===== src/rtl/palette_pkg.sv =====
// palette_pkg: shared constants and types for the palette lookup stage.
// Optional feature macro used by this slice: PALETTE_CHROMA_KILL_EN.
package palette_pkg;

  // Input register + RAM read + output register.
  localparam int PIPE_LATENCY = 3;

  // BT.601-ish integer luma weights; they sum to 16 so the shift normalises.
  localparam logic [7:0] LUMA_W_R   = 8'd5;
  localparam logic [7:0] LUMA_W_G   = 8'd9;
  localparam logic [7:0] LUMA_W_B   = 8'd2;
  localparam int         LUMA_SHIFT = 4;

  typedef struct packed {
    logic [3:0] r;
    logic [3:0] g;
    logic [3:0] b;
  } rgb444_t;

  typedef struct packed {
    logic blank;
    logic hsync;
    logic vsync;
    logic valid;
  } sideband_t;

  // Reset shows a blanked, sync-inactive, invalid pixel.
  localparam sideband_t SIDEBAND_RST = '{blank: 1'b1, hsync: 1'b0, vsync: 1'b0, valid: 1'b0};

endpackage


===== src/rtl/palette_luma.sv =====
// palette_luma: combinational RGB444 to 4-bit luma.
// Only instantiated when PALETTE_CHROMA_KILL_EN is defined.
module palette_luma
  import palette_pkg::*;
(
  input  rgb444_t    rgb,
  output logic [3:0] y
);

  logic [7:0] sum;

  // Weighted sum peaks at 240, so 8 bits never overflow and y never saturates.
  always_comb begin
    sum = LUMA_W_R * {4'h0, rgb.r} + LUMA_W_G * {4'h0, rgb.g} + LUMA_W_B * {4'h0, rgb.b};
    y   = sum[LUMA_SHIFT +: 4];
  end

endmodule


===== src/rtl/palette_lookup.sv =====
// palette_lookup: colour-index to RGB444 stage in front of the palette RAM.
// Three enabled clocks of latency; sideband is delayed to match exactly.
// Optional monochrome output under macro PALETTE_CHROMA_KILL_EN.
module palette_lookup
  import palette_pkg::*;
#(
  parameter int LATENCY = PIPE_LATENCY
)
(
  input  logic        clk_i,
  input  logic        rst_n_i,
  input  logic        pix_en_i,
  input  logic        pix_valid_i,
  input  logic [7:0]  pix_index_i,
  input  logic        border_i,
  input  logic [7:0]  border_idx_i,
  input  logic        blank_i,
  input  logic        hsync_i,
  input  logic        vsync_i,
  input  logic        chroma_kill_i,
  output logic        rd_en_o,
  output logic [7:0]  rd_addr_o,
  input  logic [15:0] rd_data_i,
  output logic [3:0]  r_o,
  output logic [3:0]  g_o,
  output logic [3:0]  b_o,
  output logic        blank_o,
  output logic        hsync_o,
  output logic        vsync_o,
  output logic        valid_o
);

  logic [7:0] addr_a;
  sideband_t  sb_in;
  sideband_t  sb_pipe [LATENCY];
  rgb444_t    rgb_raw;
  rgb444_t    rgb_fmt;
  rgb444_t    rgb_c;
  logic       unused_bits;

  // Bundle incoming sideband so it travels as one word.
  always_comb begin
    sb_in = '{blank: blank_i, hsync: hsync_i, vsync: vsync_i, valid: pix_valid_i};
  end

  // Stage A: pick the RAM address; border wins over an active pixel.
  always_ff @(posedge clk_i) begin
    if (!rst_n_i) begin
      addr_a <= 8'h00;
    end else if (pix_en_i) begin
      if (border_i)         addr_a <= border_idx_i;
      else if (pix_valid_i) addr_a <= pix_index_i;
      else                  addr_a <= 8'h00;
    end
  end

  // Sideband delay line, one entry per pipeline stage (A, B, C).
  always_ff @(posedge clk_i) begin
    if (!rst_n_i) begin
      for (int i = 0; i < LATENCY; i++) sb_pipe[i] <= SIDEBAND_RST;
    end else if (pix_en_i) begin
      sb_pipe[0] <= sb_in;
      for (int i = 1; i < LATENCY; i++) sb_pipe[i] <= sb_pipe[i-1];
    end
  end

  // Reads only on enabled clocks so the RAM output holds across gaps.
  assign rd_en_o   = pix_en_i & ~sb_pipe[0].blank;
  assign rd_addr_o = addr_a;

  // Palette word is 0xRGB in the low 12 bits; the top nibble is don't-care.
  always_comb begin
    rgb_raw = '{r: rd_data_i[11:8], g: rd_data_i[7:4], b: rd_data_i[3:0]};
  end

`ifdef PALETTE_CHROMA_KILL_EN
  logic [3:0] luma;

  palette_luma u_luma (
    .rgb (rgb_raw),
    .y   (luma)
  );

  // Monochrome substitution, sampled together with the output register.
  always_comb begin
    rgb_fmt = chroma_kill_i ? '{r: luma, g: luma, b: luma} : rgb_raw;
  end

  assign unused_bits = ^rd_data_i[15:12];
`else
  // Direct palette nibbles; the kill request has no effect in this build.
  always_comb begin
    rgb_fmt = rgb_raw;
  end

  assign unused_bits = ^{rd_data_i[15:12], chroma_kill_i};
`endif

  // Stage C: output register, blank forces black after any conversion.
  always_ff @(posedge clk_i) begin
    if (!rst_n_i) begin
      rgb_c <= '0;
    end else if (pix_en_i) begin
      rgb_c <= sb_pipe[LATENCY-2].blank ? '0 : rgb_fmt;
    end
  end

  assign r_o     = rgb_c.r;
  assign g_o     = rgb_c.g;
  assign b_o     = rgb_c.b;
  assign blank_o = sb_pipe[LATENCY-1].blank;
  assign hsync_o = sb_pipe[LATENCY-1].hsync;
  assign vsync_o = sb_pipe[LATENCY-1].vsync;
  assign valid_o = sb_pipe[LATENCY-1].valid;

endmodule


===== config.mk =====
export PLATFORM = sky130hd
export DESIGN_NAME = palette_lookup
export DESIGN_NICKNAME = d
export VERILOG_FILES = /design/src/rtl/palette_pkg.sv /design/src/rtl/palette_luma.sv /design/src/rtl/palette_lookup.sv
export SDC_FILE = /design/constraint.sdc
export NUM_CORES = 1
export LEC_CHECK = 0
export ABC_CLOCK_PERIOD_IN_PS = 1450
export CORE_MARGIN = 5
export CORE_UTILIZATION = 26
export DETAILED_ROUTE_END_ITERATION = 12
export MAX_ROUTING_LAYER = met4
export SLEW_MARGIN = 20
export SYNTH_ARGS = -nofsm -noshare
export SYNTH_HDL_FRONTEND = slang
export SYNTH_SLANG_ARGS = --single-unit

===== constraint.sdc =====
create_clock -name clk_i -period 1.45 [get_ports clk_i]
set_clock_uncertainty 0.15 [all_clocks]
set_input_delay 0.145 -clock clk_i [delete_from_list [all_inputs] [get_ports clk_i]]
set_output_delay 0.145 -clock clk_i [all_outputs]
set_load 0.02 [all_outputs]

Word-level counts from Yosys, hierarchy flattened
Memories as Yosys holds them, arrays and structs flattened.
Index checks and enable logic that the tools add are counted.
{"block": "word_totals", "mem_count": 1, "register_bits": 20, "mem_bits_rw": 12, "out_inout_bits": 25}
{"block": "op_classes", "n_mux": 10, "bitwise": 5}
{"memory": "sb_pipe", "words": 3, "word_bits": 4, "read_ports": 3, "rd_ports_with_merged_regs": 0, "write_ports": 3, "line": "palette_lookup.sv:35", "rtl": "sideband_t sb_pipe [LATENCY];"}
{"operator": "8-bit two-way mux", "count": 2}
{"operator": "12-bit two-way mux", "count": 1}
{"operator": "4-bit two-way mux", "count": 3}
{"operator": "1-bit two-way mux", "count": 4}
{"operator": "1-bit bitwise OR", "count": 3}
{"operator": "1-bit bitwise AND", "count": 1}
{"operator": "1-bit inverter", "count": 1}

Depth between registers and ports, before layout
{"block": "logic_depth", "word_depth": 4, "depth_mapped": 4, "mapped_depth_nobuf": 2}

Worst setup path after synthesis
OpenSTA, ideal clock, no wires.
{"block": "synth_timing", "kind": "input -> register", "startpoint": "input port rst_n_i", "endpoint": "memory sb_pipe[0][0] in the netlist's numbering, enable pin", "stages": 3, "required_ps": 956, "setup_slack_ps": 244, "t_arrival_ps": 712, "cell_sequence": "nor2b_1 > buf_2 > inv_1"}
{"item": "start: declaration", "line": "palette_lookup.sv:11", "rtl": "input logic rst_n_i,"}
{"item": "end: declaration", "line": "palette_lookup.sv:35"}

==> impl_metrics.env <==
export IMPL_result_of_the_run="complete, no violations"
export IMPL_post_synth_instance_area_um2=1190
export IMPL_viasPerCell=4.67
export IMPL_dr_first_iter_drc_count=11
export IMPL_via_count=991
export IMPL_antenna_violating_nets_post_route=0
export IMPL_post_dp_hpwl_um=2390
export IMPL_buffer_ports_inserted=60
export IMPL_netlist_area_leader_share_pct=33.6
export IMPL_num_nets_final=200
export IMPL_cts_htree_levels=2
export IMPL_setup_worst_path_class="in2reg"
export IMPL_maxCapViolCount=0
export IMPL_timing_setup_tns_ns=0
export IMPL_hold_ws_ns=0.320
export IMPL_rsz0062_at_grt="false"
export IMPL_coreArea_um2=4380
export IMPL_final_period_minus_worst_setup_slack_ns=1.37
export IMPL_critical_path_arrival_ns=1.38
export IMPL_cts_sinks=32
export IMPL_syn_area_per_cell_um2=13.8
export IMPL_grt_max_degree=13
export IMPL_die_width_um=77.7
export IMPL_finalCritPeriodShare_pct=94.2
export IMPL_layout_area_overhead_vs_synth_pct=65.4
export IMPL_clk_insertion_delay_late_ns=0.28
export IMPL_antenna_diode_count=0
export IMPL_ys_types=16
export IMPL_worstPathMaxFanout=9
export IMPL_yosys_register_bits=32
export IMPL_synth_area_leader_cell="dfxtp_1"
export IMPL_cts_hold_buffers_added=0
export IMPL_grt_pass1_wl_um=5150
export IMPL_clock_tree_root_cell="clkbuf_8"
export IMPL_syn_num_nets=127
export IMPL_initial_antenna_violation_count=0
export IMPL_drc=0
export IMPL_fmaxAchievable_mhz=732
export IMPL_worst_endpoint_required_ns=1.47
export IMPL_relSlewSlack_pct=80.5
export IMPL_firstDrtPassIters=4
export IMPL_synth_warning_count=0
export IMPL_setup_ws_ns=0.0845
export IMPL_die_h_um=77.7
export IMPL_dp_worst_setup_slack_ns=-0.259
export IMPL_p_total_mw=1.88
export IMPL_worst_setup_path_start_kind="input pin"
export IMPL_globalRouteOverflowTotal=0
export IMPL_floorplan_rows=24
export IMPL_detail_route_wl_per_cell_um=14.3
export IMPL_ir_drop_mv=0.388
export IMPL_track_usage_pct=11.0
export IMPL_first_global_vias=1095
export IMPL_cts_tree="yes"
export IMPL_ys_top_cells_by_area="dfxtp_1 (34%), edfxtp_1 (30%), a22o_1 (8.8%)"
export IMPL_worst_hold_path_type="in2reg"
export IMPL_setup_viol=0
export IMPL_ioPinCount=66
export IMPL_power_per_cell_area_nw_per_um2=958
export IMPL_cts_clk_slew_worst_paths_ns=0.06
export IMPL_maxSlewViolCount=0
export IMPL_cts_setup_buffers=0
export IMPL_gp_congestion=0.770
export IMPL_static_leakage_power_nw=0.900
export IMPL_wirelength_um=3040
export IMPL_worstMarginPinSlew_ns=0.292
export IMPL_post_layout_utilization_of_the_core_pct=44.9
export IMPL_capturing_element_type_of_the_critical_path="register"
export IMPL_fraction_of_layout_instances_using_a_drive_strength_above_1_pct=20.0
export IMPL_initial_utilization_pct=27.1
export IMPL_synthesis_instances=86
export IMPL_timing_hold_violations_final=0
export IMPL_clock_tree_buffer_depth=2
export IMPL_numCtsBuffers=5
export IMPL_design_die_area_um2=6030
export IMPL_ys_seq_area_share_pct=63.9
## through the flow
| stage | area, um2 | std cells |
|---|---|---|
| 3_3_place_gp | 1920 | 204 |
| 5_1_grt | 1970 | 212 |
| 4_1_cts | 1970 | 212 |
| 3_5_place_dp | 1920 | 204 |
| 6_report | 1970 | 212 |
| 2_1_floorplan | 1190 | 86 |
## final cells by class
type | count | area (um2)
fill | 420 | 2420
sequential | 32 | 761
timing repair buffer | 74 | 683
multi-input combinational | 44 | 369
clock buffer | 5 | 68.8
tap | 52 | 65.1
clock inverter | 3 | 13.8
inverter | 2 | 7.51
## cell usage after synthesis (all sizes together)
library cell,n
and4,8
a221o,8
clkbuf,2
edfxtp,12
buf,6
and3,9
or2,2
nor2b,2
nand2,1
inv,2
a22o,12
and3b,1
dfxtp,20
and4b,1
## final timing paths
kind	startpoint	to	slack, ns	cells past startpoint
setup / recovery	pix_en_i	b_o[2]$_SDFFE_PN0P_	0.08	6
hold / removal	rd_data_i[4]	g_o[0]$_SDFFE_PN0P_	0.32	2
setup reg to reg	sb_pipe[0][7]$_SDFFCE_PN1P_	r_o[0]$_SDFFE_PN0P_	0.27	3
hold reg to reg	b_o[0]$_SDFFE_PN0P_	b_o[0]$_SDFFE_PN0P_	0.32	1
## critical path: stages
cell and delay [ns]:
clkdlybuf4s50_1 0.50, buf_4 0.14, nor2b_1 0.06, buf_4 0.17, buf_4 0.14, a22o_1 0.22
## layout by cell type (no fill, tap or decap)
cell	instances
buf_12	1
or2_2	2
clkbuf_8	5
nand2_1	1
and3_1	9
clkdlybuf4s50_1	35
clkinv_1	1
inv_1	2
a22o_1	12
nor2b_1	2
and4b_1	1
dfxtp_1	20
dlygate4sd2_1	24
buf_4	13
a221o_1	8
and3b_1	1
and4_2	8
clkbuf_2	1
clkinv_2	2
edfxtp_1	12
## layer usage
layer	track usage, %	vias to the layer above	share of wire [%]
met4	5.15	0	1.7
met2	16.0	55	45
met3	4.51	9	11
li1	-	484	-
met1	13.2	443	43
met5	-	-	0
## power by group
part,switching (mW),internal (mW)
clock,0.310,0.325
sequential,0.0154,0.975
combinational,0.104,0.155
## state kept, by name (all words and copies together) (netlist names)
register   cells
b_o            4
g_o            4
r_o            4
rd_addr_o      8
sb_pipe       12
## what timing repair did
action / in CTS / in global routing
endpoints found under the setup margin: 25 / 1
gates resized for setup: 25 / 2
pin swaps: 0 / 0
hold endpoints to repair: 0 / 0
## cell families after synthesis
kind of cell | after synthesis | synth area share [%]
flip-flops | 32 | 63.9
AND/OR/NAND/NOR | 24 | 15.5
AO/OA/AOI/OAI | 20 | 15.6
buffers and inverters | 10 | 5.05
No activity file was read; power rests on OpenSTA's default activity.
